### src/rtl/sync_frame_parser_if.sv
// Byte-stream bundle for sync_frame_parser: upstream input stream plus
// downstream payload stream, both valid/ready handshakes.
// slave  : the parser side (consumes in_*, produces out_*).
// master : the environment side (produces in_*, consumes out_*).
interface sync_frame_parser_if;
   logic       in_valid;
   logic [7:0] in_data;
   logic       in_ready;
   logic       out_valid;
   logic [7:0] out_data;
   logic       out_last;
   logic       out_ready;

   modport slave (
      input  in_valid,
      input  in_data,
      input  out_ready,
      output in_ready,
      output out_valid,
      output out_data,
      output out_last
   );

   modport master (
      output in_valid,
      output in_data,
      output out_ready,
      input  in_ready,
      input  out_valid,
      input  out_data,
      input  out_last
   );
endinterface

### src/rtl/sync_frame_parser.sv
// sync_frame_parser: hunts for SYNC_BYTE, reads a length byte L, forwards
// L payload bytes through a single output register (out_last on the L-th),
// then optionally checks an XOR checksum byte.
// Optional feature macro: SYNC_FRAME_PARSER_CHECKSUM_EN
//   defined   -> CSUM state and running XOR checksum; err_code 10 on mismatch.
//   undefined -> frame_ok pulses right after the L-th payload byte.
module sync_frame_parser #(
   parameter logic [7:0]  SYNC_BYTE = 8'hAA,
   parameter int unsigned MAX_LEN   = 16
) (
   input  logic                   clk,
   input  logic                   rst,
   sync_frame_parser_if.slave     bus,
   output logic                   frame_ok,
   output logic                   frame_err,
   output logic [1:0]             err_code,
   output logic [15:0]            frame_count
);

   localparam logic [7:0] MAX_LEN_B = MAX_LEN[7:0];

`ifdef SYNC_FRAME_PARSER_CHECKSUM_EN
   typedef enum logic [1:0] {HUNT, LEN, PAYLOAD, CSUM} state_t;
`else
   typedef enum logic [1:0] {HUNT, LEN, PAYLOAD} state_t;
`endif

   state_t     state;
   logic [7:0] remain;
   logic       accept;
`ifdef SYNC_FRAME_PARSER_CHECKSUM_EN
   logic [7:0] csum;
`endif

   // Upstream is always accepted outside PAYLOAD; inside PAYLOAD only when the
   // output register is free or draining this cycle.
   always_comb begin
      bus.in_ready = 1'b0;
      if (!rst)
         bus.in_ready = (state != PAYLOAD) || !bus.out_valid || bus.out_ready;
      accept = bus.in_valid && bus.in_ready;
   end

   // Frame FSM with registered payload output, status pulses and counters.
   always_ff @(posedge clk or posedge rst) begin
      if (rst) begin
         state         <= HUNT;
         remain        <= '0;
         bus.out_valid <= 1'b0;
         bus.out_data  <= '0;
         bus.out_last  <= 1'b0;
         frame_ok      <= 1'b0;
         frame_err     <= 1'b0;
         err_code      <= '0;
         frame_count   <= '0;
`ifdef SYNC_FRAME_PARSER_CHECKSUM_EN
         csum          <= '0;
`endif
      end else begin
         frame_ok  <= 1'b0;
         frame_err <= 1'b0;

         // A pending payload byte drains independently of the frame state.
         if (bus.out_valid && bus.out_ready)
            bus.out_valid <= 1'b0;

         case (state)
            HUNT: begin
               if (accept && bus.in_data == SYNC_BYTE)
                  state <= LEN;
            end

            LEN: begin
               if (accept) begin
                  if (bus.in_data == 8'd0 || bus.in_data > MAX_LEN_B) begin
                     frame_err <= 1'b1;
                     err_code  <= 2'b01;
                     state     <= HUNT;
                  end else begin
                     remain <= bus.in_data;
`ifdef SYNC_FRAME_PARSER_CHECKSUM_EN
                     csum   <= bus.in_data;
`endif
                     state  <= PAYLOAD;
                  end
               end
            end

            PAYLOAD: begin
               if (accept) begin
                  bus.out_valid <= 1'b1;
                  bus.out_data  <= bus.in_data;
                  bus.out_last  <= (remain == 8'd1);
                  remain        <= remain - 8'd1;
`ifdef SYNC_FRAME_PARSER_CHECKSUM_EN
                  csum          <= csum ^ bus.in_data;
                  if (remain == 8'd1)
                     state <= CSUM;
`else
                  if (remain == 8'd1) begin
                     frame_ok    <= 1'b1;
                     err_code    <= 2'b00;
                     frame_count <= frame_count + 16'd1;
                     state       <= HUNT;
                  end
`endif
               end
            end

`ifdef SYNC_FRAME_PARSER_CHECKSUM_EN
            CSUM: begin
               if (accept) begin
                  if (bus.in_data == csum) begin
                     frame_ok    <= 1'b1;
                     err_code    <= 2'b00;
                     frame_count <= frame_count + 16'd1;
                  end else begin
                     frame_err <= 1'b1;
                     err_code  <= 2'b10;
                  end
                  state <= HUNT;
               end
            end
`endif

            default: state <= HUNT;
         endcase
      end
   end

endmodule

### src/flat_wrapper.sv
// flat-port wrapper written by rule: the top's interface ports become plain ports
module sync_frame_parser_flat 
#(
   parameter logic [7:0]  SYNC_BYTE = 8'hAA,
   parameter int unsigned MAX_LEN   = 16
)
  (clk, rst, frame_ok, frame_err, err_code, frame_count, bus_in_valid, bus_in_data, bus_out_ready, bus_in_ready, bus_out_valid, bus_out_data, bus_out_last);
  sync_frame_parser_if bus_i ();
  input  logic clk;
  input  logic rst;
  output logic frame_ok;
  output logic frame_err;
  output logic [1:0] err_code;
  output logic [15:0] frame_count;
  input wire logic [$bits(bus_i.in_valid)-1:0] bus_in_valid;
  input wire logic [$bits(bus_i.in_data)-1:0] bus_in_data;
  input wire logic [$bits(bus_i.out_ready)-1:0] bus_out_ready;
  output wire logic [$bits(bus_i.in_ready)-1:0] bus_in_ready;
  output wire logic [$bits(bus_i.out_valid)-1:0] bus_out_valid;
  output wire logic [$bits(bus_i.out_data)-1:0] bus_out_data;
  output wire logic [$bits(bus_i.out_last)-1:0] bus_out_last;
  assign bus_i.in_valid = bus_in_valid;
  assign bus_i.in_data = bus_in_data;
  assign bus_i.out_ready = bus_out_ready;
  assign bus_in_ready = bus_i.in_ready;
  assign bus_out_valid = bus_i.out_valid;
  assign bus_out_data = bus_i.out_data;
  assign bus_out_last = bus_i.out_last;
  sync_frame_parser #(.SYNC_BYTE(SYNC_BYTE), .MAX_LEN(MAX_LEN)) u_core (.clk(clk), .rst(rst), .bus(bus_i), .frame_ok(frame_ok), .frame_err(frame_err), .err_code(err_code), .frame_count(frame_count));
endmodule
### config.mk
export PLATFORM = sky130hd
export DESIGN_NAME = sync_frame_parser_flat
export DESIGN_NICKNAME = d
export VERILOG_FILES = /design/src/rtl/sync_frame_parser_if.sv /design/src/rtl/sync_frame_parser.sv /design/src/flat_wrapper.sv
export SDC_FILE = /design/constraint.sdc
export NUM_CORES = 1
export LEC_CHECK = 0
export CAP_MARGIN = 20
export CORE_ASPECT_RATIO = 1.1
export CORE_MARGIN = 1.5
export CORE_UTILIZATION = 51
export CTS_CLUSTER_SIZE = 14
export DETAILED_ROUTE_END_ITERATION = 10
export GPL_TIMING_DRIVEN = 0
export HOLD_SLACK_MARGIN = 0.08
export PLACE_DENSITY = 0.8
export SYNTH_ARGS = -nofsm -noshare
export SYNTH_HDL_FRONTEND = slang
export SYNTH_SLANG_ARGS = --single-unit
export TNS_END_PERCENT = 30
### constraint.sdc
create_clock -name clk -period 2.29 [get_ports clk]
set_input_delay 0.229 -clock clk [delete_from_list [all_inputs] [get_ports clk]]
set_output_delay 0.229 -clock clk [all_outputs]
set_load 0.005 [all_outputs]
==> results.txt <==
----------------------------------------------------
[Outcome]
  Result of the run ... finished, final reports clean

[STA]
  Shortest clock period the worst path allows after layout ... 2.15 ns
  Number of max-slew violations in the final report ... 0
  Slew HR ... 0.466
  Final Cycle Share ... 0.941
  Worst-margin pin slew ... 0.800 ns
  Max Clock Skew ... ~0.0015 ns
  Fin. Hold Viols ... 0
  Hold Slack ... 0.485 ns
  Final setup fails ... 0
  Maximum clock frequency ... 464 MHz
  Setup repair after global routing missed its margin ... no

[Place]
  Count of buffers inserted at the top-level ports ... 41
  RD Place Congestion ... just under 0.9
  Post-DP HPWL ... approximately 3.2 mm
  Number of cells after detailed placement ... 305

[Power and ir drop]
  Worst-case vdd ir drop ... between 400 and 500 uV
  Overall power of the completed layout ... 1.84 mW
  Reported leakage power ... about 1.2 nW
  Power density normalized to cell area ... approximately 700 nW/um2

[Clock tree]
  Total CTS buffers ... 5
  CTS Root Buffer Type ... sky130_fd_sc_hd__clkbuf_8
  Clock latency on the worst-skew pair ... a little under 0.3 ns
  Maximum level of the CTS H-tree ... 2
  Max Buffers Root-to-Sink ... 2
  Register clock-pin slew on the reported worst setup and hold paths ... 0.07 ns
  Sink count of the clock tree ... 39
  TritonCTS clock tree ... built
  Number of buffers inserted for hold repair after clock tree synthesis ... 0
  Post-cts resize count ... 0

[Synth]
  Top FF cell, synth ... sky130_fd_sc_hd__dfrtp_1
  Distinct cells, synth ... 47
  Number of warnings reported in the yosys synthesis log ... 0
  Sequential fraction of the synthesis area ... 0.469
  Total standard cell area after synthesis ... 2080 um2
  Syn avg cell area ... between 9 and 10 um2
  Synthesized flop and latch total ... 39
  Post-synthesis async set-or-reset flop share ... 1.00
  Synthesized net count ... 230
  Syn Inst Count ... 212
  Number of flops mapped to enable cells by yosys ... 0

[Worst setup path]
  Beginning of the worst register-to-register path ... u_core.state[0]$_DFFE_PP0P_
  Critical path fanouts, max ... 9
  Sort of element at the start of the critical path ... register
  Arr. time, crit path ... 1.93 ns
  CP required ... 2.06 ns
  Worst Path Class, Setup ... register to output pin
  Crit path capture type ... output pin
  Worst setup startpoint ... u_core.state[0]$_DFFE_PP0P_

[Finish]
  Area delta synth->final ... 27.4%
  Commonest cells after routing, fill and taps aside ... sky130_fd_sc_hd__clkdlybuf4s50_1, sky130_fd_sc_hd__dfrtp_1, sky130_fd_sc_hd__nand2_1
  Diodes inserted ... 0
  Final standard cell count with taps included and fillers excluded ... 313
  Layout net count ... 279
  Fill cell total of the finished layout ... roughly 330
  Share of layout cells above drive strength 1 ... 0.0728
  Most common cell after layout, fill and taps aside ... sky130_fd_sc_hd__clkdlybuf4s50_1

[GRT]
  Total Routing Usage GR ... 0.211
  Via count of the first global-routing pass ... 1,608
  Initial antenna violation count ... 0
  Maximum number of pins on one net before global-route repair ... 40
  Total overflow reported by the global router ... 0
  Global-route wire length before repair ... 7.49 mm

[Drt]
  Iteration-0 DRC count of the detailed router ... 84
  Total vias in the final route ... 1,719
  Remaining DRCs ... 0
  Routed wire length ... 4.51 mm
  Pre-antenna DRT Iters ... 4
  Residual antenna-violating net count after detailed routing ... 0
  Drt via density ... 5.49
  Detail-routed net length per standard cell ... 14.4 um

[Min path]
  Hold WC Path Type ... register to register
  Startpoint of the most critical hold path ... u_core.bus.out_data[2]$_DFFE_PP0P_

[Floorplan]
  Floorplan die height ... roughly 70 um
  Row cnt ... 24
  Initial core utilization ... 0.529
  Die area ... between 4000 and 5000 um2
  Io pins ... between 40 and 50
  Horizontal extent of the die ... 63.9 um
  Placeable core region ... 3930 um2

[Run]
  Max-cap viol count ... 0

----------------------------------------------------
-- per-layer routing --
layer	vias to the layer above	routed length, um	track usage
met1	818	2160	0.293
met5	-	0	0
met2	47	2060	0.322
met3	5	233	0.0548
li1	849	-	-
met4	0	54	0.0676
-- registers in the layout (all words and copies together), names as in the netlist --
register	cells
u_core.frame_count	16
u_core.err_code	1
u_core.state	2
u_core.frame_err	1
u_core.bus.out_valid	1
u_core.remain	8
u_core.bus.out_last	1
u_core.bus.out_data	8
u_core.frame_ok	1
-- cell families after synthesis --
logic type | after synthesis | synth area share
AOI/OAI and AO/OA | 32 | 0.109
DFF | 39 | 0.469
other | 1 | 0.00180
buffers and inverters | 21 | 0.0409
muxes | 6 | 0.0300
xor gates and xnor gates | 15 | 0.0631
adders and majority gates | 6 | 0.0361
and+or+nand+nor | 92 | 0.251
-- worst max-delay path, stage by stage, from the launching register on --
cell	delay, ns
sky130_fd_sc_hd__dfrtp_1	0.35
sky130_fd_sc_hd__inv_1	0.08
sky130_fd_sc_hd__ha_1	0.20
sky130_fd_sc_hd__buf_2	0.18
sky130_fd_sc_hd__inv_2	0.17
sky130_fd_sc_hd__nor2_1	0.07
sky130_fd_sc_hd__nor2_1	0.08
sky130_fd_sc_hd__clkdlybuf4s50_1	0.50
-- Yosys cell counts, types with 2 or more instances --
library cell,number,area (um2)
sky130_fd_sc_hd__dfrtp_1,39,976
sky130_fd_sc_hd__nand2_1,37,139
sky130_fd_sc_hd__inv_1,11,41.3
sky130_fd_sc_hd__nor2_1,10,37.5
sky130_fd_sc_hd__nand4_1,8,50.1
sky130_fd_sc_hd__xor2_1,8,70.1
sky130_fd_sc_hd__a211oi_1,7,52.6
sky130_fd_sc_hd__xnor2_1,7,61.3
sky130_fd_sc_hd__and4_1,6,52.6
sky130_fd_sc_hd__clkbuf_1,6,22.5
sky130_fd_sc_hd__ha_1,6,75.1
sky130_fd_sc_hd__a21oi_1,5,25.0
sky130_fd_sc_hd__mux2i_1,4,40.0
sky130_fd_sc_hd__nand3_1,4,20.0
sky130_fd_sc_hd__nor3_1,4,20.0
sky130_fd_sc_hd__o22ai_1,4,25.0
sky130_fd_sc_hd__and3_1,3,18.8
sky130_fd_sc_hd__nand2b_1,3,18.8
sky130_fd_sc_hd__nor4_1,3,18.8
sky130_fd_sc_hd__nor4_2,3,37.5
sky130_fd_sc_hd__o22a_1,3,26.3
sky130_fd_sc_hd__a21o_1,2,15.0
sky130_fd_sc_hd__a221oi_1,2,17.5
sky130_fd_sc_hd__and2_1,2,12.5
sky130_fd_sc_hd__nor3b_1,2,15.0
sky130_fd_sc_hd__o21ai_0,2,10.0
-- report_power, final --
part | total, mW | internal, mW | leakage [nW] | switching (mW)
registers | 0.929 | 0.810 | 0.520 | 0.119
clock network | 0.464 | 0.236 | 0.0470 | 0.228
logic | 0.450 | 0.240 | 0.616 | 0.210
-- final timing paths --
check	to	slack, ns	cells past startpoint
worst max-delay path	bus_in_ready	0.14	7
worst min register to register	u_core.bus.out_data[2]$_DFFE_PP0P_	0.49	2
max in group asynchronous	u_core.bus.out_valid$_DFF_PP0_	1.26	2
worst max register to register	u_core.frame_count[15]$_DFFE_PP0P_	0.23	8
min in group asynchronous	u_core.frame_count[10]$_DFFE_PP0P_	0.52	2
worst min-delay path	u_core.bus.out_data[2]$_DFFE_PP0P_	0.49	2
-- final cells by class --
class	count	area, um2	share of cell area
timing repair buffer	42	418	0.158
sequential	39	976	0.368
buffer	8	35.0	0.0132
inverter	13	50.0	0.0189
clock buffer	6	82.6	0.0311
clock inverter	1	5.00	0.00189
tap	52	65.1	0.0245
multi-input combinational	152	1020	0.385
-- timing repair --
action	CTS	global route
buffers inserted	0	1
hold endpoints to repair	0	0
endpoints found under the setup margin	0	8
-- through the flow --
step	setup slack (ns)	area, um2	util	TNS, ns
after detailed placement	-0.0522	2560	0.650	-0.0876
after floorplan	0.459	2080	-	0
final	0.135	2650	0.674	0
after global routing	0.0176	2650	0.674	0
after CTS	0.140	2650	0.672	0
after global placement	-0.123	2560	0.650	-0.359
Note: power is estimated with default switching activity, not from simulation.
